--- src/rtl/state_clk_pkg.sv ---
// state_clk_pkg: shared FSM encoding and default timing constants for the state clock monitor
package state_clk_pkg;
  typedef enum logic [1:0] {SEARCH, ACQUIRE, LOCKED, LOST} state_t;
  localparam int DEF_CNT_W = 24;
  localparam int DEF_EXP_HALF = 5000001;
  localparam int DEF_TOL = 1024;
  localparam int DEF_LOCK_EDGES = 2;
endpackage

--- src/rtl/state_clk_monitor_if.sv ---
// state_clk_monitor_if: slow state clock input plus tick, measurement and lock status outputs
interface state_clk_monitor_if #(parameter int CNT_W = 24);
  logic state_clk;
  logic tick_rise;
  logic tick_fall;
  logic [CNT_W-1:0] half_period;
  logic meas_valid;
  logic locked;
  logic lost;
  logic [15:0] edge_count;
  modport master (output state_clk, input tick_rise, tick_fall, half_period, meas_valid, locked, lost, edge_count);
  modport slave (input state_clk, output tick_rise, tick_fall, half_period, meas_valid, locked, lost, edge_count);
endinterface

--- src/rtl/sync_edge_det.sv ---
// sync_edge_det: two-flop synchronizer plus delay flop, decoding rise/fall/change of an async level
module sync_edge_det (
  input  logic clk,
  input  logic rst,
  input  logic d,
  output logic rise,
  output logic fall,
  output logic change
);
  logic s1, s2, s3;
  always_ff @(posedge clk or posedge rst)
    if (rst) {s1, s2, s3} <= '0;
    else {s1, s2, s3} <= {d, s1, s2};
  assign rise = s2 & ~s3;
  assign fall = ~s2 & s3;
  assign change = s2 ^ s3;
endmodule

--- src/rtl/state_clk_monitor.sv ---
// state_clk_monitor: samples the divided state clock, measures each half-period and runs a lock/loss watchdog
module state_clk_monitor
  import state_clk_pkg::*;
#(
  parameter int CNT_W = DEF_CNT_W,
  parameter int EXP_HALF = DEF_EXP_HALF,
  parameter int TOL = DEF_TOL,
  parameter int LOCK_EDGES = DEF_LOCK_EDGES
) (
  input logic clkin,
  input logic rst,
  state_clk_monitor_if.slave mon
);
  localparam int GW = $clog2(LOCK_EDGES + 1);
  localparam logic [CNT_W-1:0] LO = CNT_W'(EXP_HALF - TOL);
  localparam logic [CNT_W-1:0] HI = CNT_W'(EXP_HALF + TOL);
  state_t state;
  logic [CNT_W-1:0] cnt, meas;
  logic [GW-1:0] good;
  logic rise, fall, change, in_tol, timeout;
  sync_edge_det u_sync (.clk(clkin), .rst(rst), .d(mon.state_clk), .rise(rise), .fall(fall), .change(change));
  assign meas = &cnt ? cnt : cnt + CNT_W'(1);
  assign in_tol = meas >= LO && meas <= HI;
  assign timeout = cnt == HI && !change;
  always_ff @(posedge clkin or posedge rst)
    if (rst) begin
      state <= SEARCH;
      cnt <= '0;
      good <= '0;
      mon.tick_rise <= 1'b0;
      mon.tick_fall <= 1'b0;
      mon.half_period <= '0;
      mon.meas_valid <= 1'b0;
      mon.locked <= 1'b0;
      mon.lost <= 1'b0;
      mon.edge_count <= '0;
    end else begin
      mon.tick_rise <= rise;
      mon.tick_fall <= fall;
      mon.meas_valid <= 1'b0;
      mon.locked <= state == LOCKED;
      mon.lost <= state == LOST;
      cnt <= change ? '0 : meas;
      if (change) mon.edge_count <= mon.edge_count + 16'd1;
      // The first interval after SEARCH is partial, so only later states publish a measurement
      if (change && state != SEARCH) begin
        mon.half_period <= meas;
        mon.meas_valid <= 1'b1;
      end
      case (state)
        SEARCH: if (change) state <= ACQUIRE;
        ACQUIRE:
          if (change) begin
            if (!in_tol) good <= '0;
            else if (good == GW'(LOCK_EDGES - 1)) begin
              good <= '0;
              state <= LOCKED;
            end else good <= good + GW'(1);
          end else if (timeout) begin
            good <= '0;
            state <= SEARCH;
          end
        LOCKED: if ((change && !in_tol) || timeout) state <= LOST;
        LOST:
          if (change) begin
            good <= '0;
            state <= ACQUIRE;
          end
      endcase
    end
endmodule

--- src/flat_wrapper.sv ---
// flat-port wrapper written by rule: the top's interface ports become plain ports
module state_clk_monitor_flat import state_clk_pkg::*;
#(
  parameter int CNT_W = DEF_CNT_W,
  parameter int EXP_HALF = DEF_EXP_HALF,
  parameter int TOL = DEF_TOL,
  parameter int LOCK_EDGES = DEF_LOCK_EDGES
)
  (clkin, rst, mon_state_clk, mon_tick_rise, mon_tick_fall, mon_half_period, mon_meas_valid, mon_locked, mon_lost, mon_edge_count);
  state_clk_monitor_if #(.CNT_W(CNT_W)) mon_i ();
  input logic clkin;
  input logic rst;
  input wire logic [$bits(mon_i.state_clk)-1:0] mon_state_clk;
  output wire logic [$bits(mon_i.tick_rise)-1:0] mon_tick_rise;
  output wire logic [$bits(mon_i.tick_fall)-1:0] mon_tick_fall;
  output wire logic [$bits(mon_i.half_period)-1:0] mon_half_period;
  output wire logic [$bits(mon_i.meas_valid)-1:0] mon_meas_valid;
  output wire logic [$bits(mon_i.locked)-1:0] mon_locked;
  output wire logic [$bits(mon_i.lost)-1:0] mon_lost;
  output wire logic [$bits(mon_i.edge_count)-1:0] mon_edge_count;
  assign mon_i.state_clk = mon_state_clk;
  assign mon_tick_rise = mon_i.tick_rise;
  assign mon_tick_fall = mon_i.tick_fall;
  assign mon_half_period = mon_i.half_period;
  assign mon_meas_valid = mon_i.meas_valid;
  assign mon_locked = mon_i.locked;
  assign mon_lost = mon_i.lost;
  assign mon_edge_count = mon_i.edge_count;
  state_clk_monitor #(.CNT_W(CNT_W), .EXP_HALF(EXP_HALF), .TOL(TOL), .LOCK_EDGES(LOCK_EDGES)) u_core (.clkin(clkin), .rst(rst), .mon(mon_i));
endmodule
--- config.mk ---
export PLATFORM = sky130hd
export DESIGN_NAME = state_clk_monitor_flat
export DESIGN_NICKNAME = d
export VERILOG_FILES = /design/src/rtl/state_clk_pkg.sv /design/src/rtl/state_clk_monitor_if.sv /design/src/rtl/sync_edge_det.sv /design/src/rtl/state_clk_monitor.sv /design/src/flat_wrapper.sv
export SDC_FILE = /design/constraint.sdc
export NUM_CORES = 1
export LEC_CHECK = 0
export CORE_UTILIZATION = 33
export DETAILED_ROUTE_END_ITERATION = 10
export HOLD_SLACK_MARGIN = 0.03
export SETUP_SLACK_MARGIN = 0.1
export SYNTH_ARGS = -nofsm -noshare
export SYNTH_HDL_FRONTEND = slang
export SYNTH_SLANG_ARGS = --single-unit
--- constraint.sdc ---
create_clock -name clkin -period 3.3 [get_ports clkin]
set_clock_uncertainty 0.2 [all_clocks]
set_input_delay 0.495 -clock clkin [delete_from_list [all_inputs] [get_ports clkin]]
set_output_delay 0.495 -clock clkin [all_outputs]
set_load 0.01 [all_outputs]
==> flow_summary.json, run 1 <==
{
  "max-clock-path-buffers": 2,
  "worstPathMaxFanout": 9,
  "die_w_um": 112,
  "status": "complete, but fails checks",
  "r2r_cells": 10,
  "synth-warning-count": 0,
  "grt_pass1_vias": 3361,
  "drt-pass1-iter-count": 8,
  "synth_area_mm2": 0.00397,
  "coreArea_mm2": 0.0116,
  "gp_congestion": 0.911,
  "dieArea_mm2": 0.0125,
  "start_kind": "flip-flop",
  "synth_ff_type": "dfrtp_1",
  "holdWs_ns": 0.159,
  "die_height_um": 112,
  "violations": "DRC",
  "nNetsFinal": 494,
  "p_switching_mw": 0.773,
  "met3_usage_pct": 3.76,
  "seqPwrFrac_pct": 42.3,
  "utilization_pct": 44.7,
  "grt_usage_pct": 18.3,
  "slew-limit-headroom_pct": 71.6,
  "htree_levels": 3,
  "cts_made_buffers": 9,
  "detail_route.vias_per_cell": 5.22,
  "syn_nets": 418,
  "ys_types": 67,
  "synth-async-reset-ratio_pct": 100,
  "final.setup.tns_ns": 0,
  "clock-sinks": 76,
  "power_mw": 2.63,
  "use_met1_pct": 24.6,
  "reg2reg_slack_ns": 0.19,
  "endpoint": "u_core.good[0]",
  "drv_slew": 0,
  "vias": 3286,
  "ys_seq_area_share_pct": 47.9,
  "pre_cts_slack_ns": 0.0664,
  "hold_viol_final": 0,
  "period_minus_slack_ns": 3.11,
  "p_clk_share_pct": 35.9,
  "drt-initial-drc-count": 207,
  "critPathLaunch": "u_core.cnt[0]",
  "cts_tree": "built",
  "antennaDiodeCount": 0,
  "dp_hpwl_um": 7460,
  "ir_worst_vdd_mv": 0.203,
  "cts.clk_slew.worst_paths_ns": 0.06,
  "crit_type": "flip-flop to flip-flop",
  "combPwrFrac_pct": 21.8,
  "initial_core_util_pct": 34.3,
  "p_int_mw": 1.86,
  "synth_top_cell_by_area": "dfrtp_1",
  "postSynthAreaPerCell_um2": 9.78,
  "max_cap_viol_count": 0,
  "drive_above_1_share_pct": 18.3,
  "grtUsageMet2_pct": 27.9,
  "busiest_layer": "met2",
  "fmax_mhz": 321,
  "grt_pass1_wl_um": 17500,
  "grt-ovfl-total": 0,
  "p_leak_nw": 2.24,
  "crit_required_ns": 3.32,
  "synth.area.top_cells": "dfrtp_1 48%, xnor2_1 4.9%, nand2_1 4.4%",
  "endpoint_kind": "flip-flop",
  "fillers": 1114,
  "drc": 6,
  "cts-root-buf": "clkbuf_16",
  "r2r-start": "u_core.cnt[0]",
  "post-route-period-util_pct": 94.3,
  "ant_nets": 0,
  "core.rowCount": 39,
  "netlist_top_cells_count": "76 x dfrtp_1, 47 x nand2_1, 35 x nor2_1",
  "yosysMostFrequentCell": "dfrtp_1",
  "pin_count": 48,
  "worst_slack_ns": 0.188,
  "worstMarginPinSlew_ns": 0.422,
  "wire_per_inst_um": 16.5,
  "hp-class": "flip-flop to flip-flop",
  "grt_antenna_before_repair": 0,
  "finalSetupViolations": 0,
  "swShare_pct": 29.4,
  "syn2layout_area_growth_pct": 30.2,
  "synth_edf_count": 0,
  "powerDensity_mw_per_mm2": 509,
  "ys_ff_latch": 76,
  "wl_um": 10400,
  "critPathArrivalTime_ns": 3.13,
  "port-buffer-count": 47,
  "synth_cells": 406,
  "grt_setup_unrepaired": "true",
  "grt_max_degree": 77,
  "r2r-end": "u_core.good[0]",
  "synth_top_area_share_pct": 47.9,
  "clk-insertion-delay-late_ns": 0.34
}
==> cell families after synthesis <==
kind of cell / Yosys count / synth area share (%)
AND/OR/NAND/NOR: 176 / 24.7
buffers and inverters: 37 / 4.07
flip-flops: 76 / 47.9
multiplexers: 5 / 1.42
AO/OA/AOI/OAI: 69 / 11.6
XOR/XNOR: 34 / 7.50
adder cells (fa/ha/maj): 9 / 2.84
==> power by group through the flow <==
stage / Clock (mW) / Sequential (mW) / Combinational, mW
after global placement: 0 / 1.13 / 0.565
after CTS: 0.979 / 1.11 / 0.574
after global routing: 1.01 / 1.13 / 0.646
after detailed placement: 0 / 1.13 / 0.571
after floorplan: 0 / 1.15 / 0.302
final: 0.946 / 1.11 / 0.574
==> critical path, cell delays in order (launching register included) <==
cell and delay (ns):
dfrtp_1 0.35, buf_4 0.18, nand4_1 0.22, nor4_1 0.35
buf_4 0.17, xor2_1 0.09, nor4b_2 0.38, and4bb_2 0.28
o2111ai_1 0.15, a211o_1 0.33, o41ai_1 0.28
==> stage by stage <==
step	area, um^2	std cells
final	5170	630
after global routing	5170	630
after CTS	5110	628
after detailed placement	4820	612
after global placement	4820	612
after floorplan	3970	406
==> sequential cells by signal, summed over array words and instances, names as in the netlist <==
signal,count
u_core.mon.meas_valid,1
u_core.mon.locked,1
u_core.mon.tick_rise,1
u_core.good,2
u_core.mon.half_period,24
u_core.cnt,24
u_core.state,2
u_core.u_sync.s1,1
u_core.mon.edge_count,16
u_core.mon.tick_fall,1
u_core.u_sync.s3,1
u_core.u_sync.s2,1
u_core.mon.lost,1
==> layer usage <==
layer,share of wire [%],routed length (um)
met3,3.7,385
met4,2.2,224
met2,47,4890
met1,47,4920
met5,0,0
==> final cells by class <==
cell class                 instances  area (um^2)  area share (%)
tap                              143          179            3.46
sequential                        76         1910            36.9
timing repair buffer              89          798            15.4
multi-input combinational        293         1950            37.7
inverter                          13         48.8           0.944
clock inverter                     5         35.0           0.678
clock buffer                      11          253            4.89
==> worst min-delay path by stage <==
stage / cells after the start / slack (ns) / from / to
after global routing: 0 / 0.16 / u_core.u_sync.s1 / u_core.u_sync.s2
after CTS: 0 / 0.16 / u_core.u_sync.s1 / u_core.u_sync.s2
after floorplan: 0 / 0.13 / u_core.u_sync.s1 / u_core.u_sync.s2
after detailed placement: 0 / 0.15 / u_core.u_sync.s1 / u_core.u_sync.s2
final: 0 / 0.16 / u_core.u_sync.s1 / u_core.u_sync.s2
after global placement: 0 / 0.14 / u_core.u_sync.s1 / u_core.u_sync.s2
==> what timing repair did <==
action,CTS,global route
pin swaps,0,4
hold buffers,0,0
setup buffers,0,2
setup endpoints to repair,2,4
resized for setup,2,8
==> layout by cell type (no fill, tap or decap), types with 3 or more instances in the layout <==
cell / synthesis / final
dfrtp_1: 76 / 73
clkbuf_16: 0 / 9
o21ai_0: 31 / 31
xnor2_1: 22 / 22
nand3_1: 20 / 20
and2_1: 4 / 4
nand4_1: 13 / 13
nor3_1: 5 / 5
nor2_1: 35 / 35
inv_1: 13 / 12
ha_1: 9 / 7
nor4_2: 3 / 4
nor4_1: 6 / 5
xor2_1: 12 / 12
dfrtp_2: 0 / 3
and4_1: 4 / 3
mux2i_1: 3 / 3
and3_1: 10 / 10
nand2_1: 47 / 47
nand3_2: 4 / 4
a31oi_1: 4 / 4
buf_4: 2 / 41
clkdlybuf4s50_1: 0 / 47
a21oi_1: 5 / 5
No activity file was read; power rests on OpenSTA's default activity.
==> inputs of run 2 (changes only) <==
==> constraint.sdc (replaced) <==
create_clock -name clkin -period 3.4 [get_ports clkin]
set_clock_uncertainty 0.2 [all_clocks]
set_input_delay 0.51 -clock clkin [delete_from_list [all_inputs] [get_ports clkin]]
set_output_delay 0.51 -clock clkin [all_outputs]
set_load 0.01 [all_outputs]
==> flow_summary.json, run 2 (synthesis results as in run 1) <==
{
  "core.rowCount": 39,
  "clock-sinks": 76,
  "grt_max_degree": 42,
  "grt_pass1_wl_um": 17800,
  "cts-root-buf": "clkbuf_16",
  "powerDensity_mw_per_mm2": 514,
  "drv_slew": 0,
  "cts_made_buffers": 9,
  "pre_cts_slack_ns": -0.0132,
  "drive_above_1_share_pct": 16.7,
  "die_w_um": 112,
  "grt_antenna_before_repair": 0,
  "drt-pass1-iter-count": 8,
  "hold_viol_final": 0,
  "seq_area_mm2": 0.00191,
  "dieArea_mm2": 0.0125,
  "grt_usage_pct": 18.4,
  "gp_congestion": 0.976,
  "initial_core_util_pct": 34.3,
  "critPathArrivalTime_ns": 3.24,
  "port-buffer-count": 47,
  "cts.clk_slew.worst_paths_ns": 0.06,
  "dp_hpwl_um": 7760,
  "worst_slack_ns": 0.223,
  "pin_count": 48,
  "dp_cells": 604,
  "max-clock-path-buffers": 2,
  "drt-initial-drc-count": 223,
  "wire_per_inst_um": 16.8,
  "vias": 3288,
  "final_cells": 622,
  "hp-class": "flip-flop to flip-flop",
  "post-route-period-util_pct": 93.4,
  "grt_setup_unrepaired": "false",
  "crit_required_ns": 3.46,
  "fmax_mhz": 315,
  "top_regs": "u_core.cnt: 24 flops, u_core.mon.half_period: 24 flops, u_core.mon.edge_count: 16 flops",
  "wl_um": 10400,
  "holdWs_ns": 0.162,
  "coreArea_mm2": 0.0116,
  "fillers": 1118,
  "grt_pass1_vias": 3332,
  "worstPathMaxFanout": 8,
  "worstMarginPinSlew_ns": 0.527,
  "multiInputGateArea_mm2": 0.00193,
  "clk-insertion-delay-late_ns": 0.35,
  "cts_tree": "built",
  "nNetsFinal": 486,
  "ant_nets": 0,
  "status": "complete, but fails checks",
  "p_leak_nw": 2.20,
  "drc": 6,
  "ir_worst_vdd_mv": 0.253,
  "max_cap_viol_count": 0,
  "slew-limit-headroom_pct": 64.6,
  "htree_levels": 3,
  "period_minus_slack_ns": 3.18,
  "die_height_um": 112,
  "crit_type": "flip-flop to flip-flop",
  "endpoint_kind": "flip-flop",
  "power_mw": 2.64,
  "syn2layout_area_growth_pct": 29.3,
  "final_cell_mix": "72 x dfrtp_1, 47 x nand2_1, 47 x clkdlybuf4s50_1",
  "layout_commonest_cell": "dfrtp_1",
  "grt-ovfl-total": 0,
  "finalSetupViolations": 0,
  "violations": "DRC",
  "antennaDiodeCount": 0,
  "start_kind": "flip-flop",
  "detail_route.vias_per_cell": 5.29
}
-- run 2: cell types whose count changed in the layout (fill, tap and decap cells not counted), sizes merged --
cell / previous run / this run
buf: 42 / 34
clkinvlp: 1 / 2
clkinv: 3 / 1
bufinv: 0 / 1
-- run 2: power by group --
part,leakage (nW),switching (mW),internal (mW)
logic,1.04,0.283,0.272
registers,1.02,0.0903,0.999
clock network,0.148,0.385,0.609
-- run 2: final timing paths --
check,start,to,slack [ns],depth (start not counted)
max reg2reg,u_core.cnt[0],u_core.state[0],0.22,11
min reg2reg,u_core.u_sync.s1,u_core.u_sync.s2,0.16,0
max in group asynchronous,rst,u_core.state[0],2.09,3
max,u_core.cnt[0],u_core.state[0],0.22,11
min in group asynchronous,rst,u_core.mon.edge_count[14],0.30,2
min,u_core.u_sync.s1,u_core.u_sync.s2,0.16,0
-- run 2: area by class of cell --
type	instances	share of cell area (%)
multi-input combinational	293	37.7
clock inverter	5	1.15
clock buffer	11	4.93
timing repair buffer	81	14.6
tap	143	3.49
sequential	76	37.2
inverter	13	0.951
-- run 2: per-layer routing --
layer  vias to the layer above  global-route usage [%]  part of all wire [%]  wire length (um)
met4                         0                    8.38                   2.0               210
met3                        13                    3.76                   4.5               466
li1                       1574                       -                     -                 -
met1                      1633                    24.3                    47              4890
met5                         -                       0                     0                 0
met2                        68                    29.0                    47              4870
-- run 2: repair_timing --
item,in CTS,in global routing
hold buffers,0,0
resized for setup,4,5
endpoints found under the setup margin,4,4
setup buffers,0,2
pin swaps,0,2
-- run 2: stage by stage --
| stage | utilization (%) | TNS, ns | cell area, um^2 |
|---|---|---|---|
| finish | 44.4 | 0 | 5130 |
| global route | 44.4 | 0 | 5130 |
| CTS | 44.0 | 0 | 5080 |
| detailed placement | 41.1 | -0.0274 | 4760 |
| global placement | 41.1 | 0 | 4760 |
| floorplan | - | 0 | 3970 |
-- run 2: worst max-delay path: stages (launching register included) --
cell and delay, ns:
dfrtp_2 0.44, ha_1 0.26, buf_4 0.17, or4b_1 0.48
o31ai_1 0.11, and3b_1 0.21, o21a_1 0.18, nor2_1 0.05
a221o_1 0.35, a221o_1 0.34, nand3_2 0.09, mux2i_1 0.21
==> inputs of run 3 (changes only) <==
--- a/config.mk
+++ b/config.mk
@@ -6,6 +6,7 @@
 export NUM_CORES = 1
 export LEC_CHECK = 0
 export CORE_UTILIZATION = 33
+export CTS_CLUSTER_DIAMETER = 30
 export DETAILED_ROUTE_END_ITERATION = 10
 export HOLD_SLACK_MARGIN = 0.03
 export SETUP_SLACK_MARGIN = 0.1
==> results of run 3 <==
The final DEF is identical to that of run 2; final timing and power are the same.
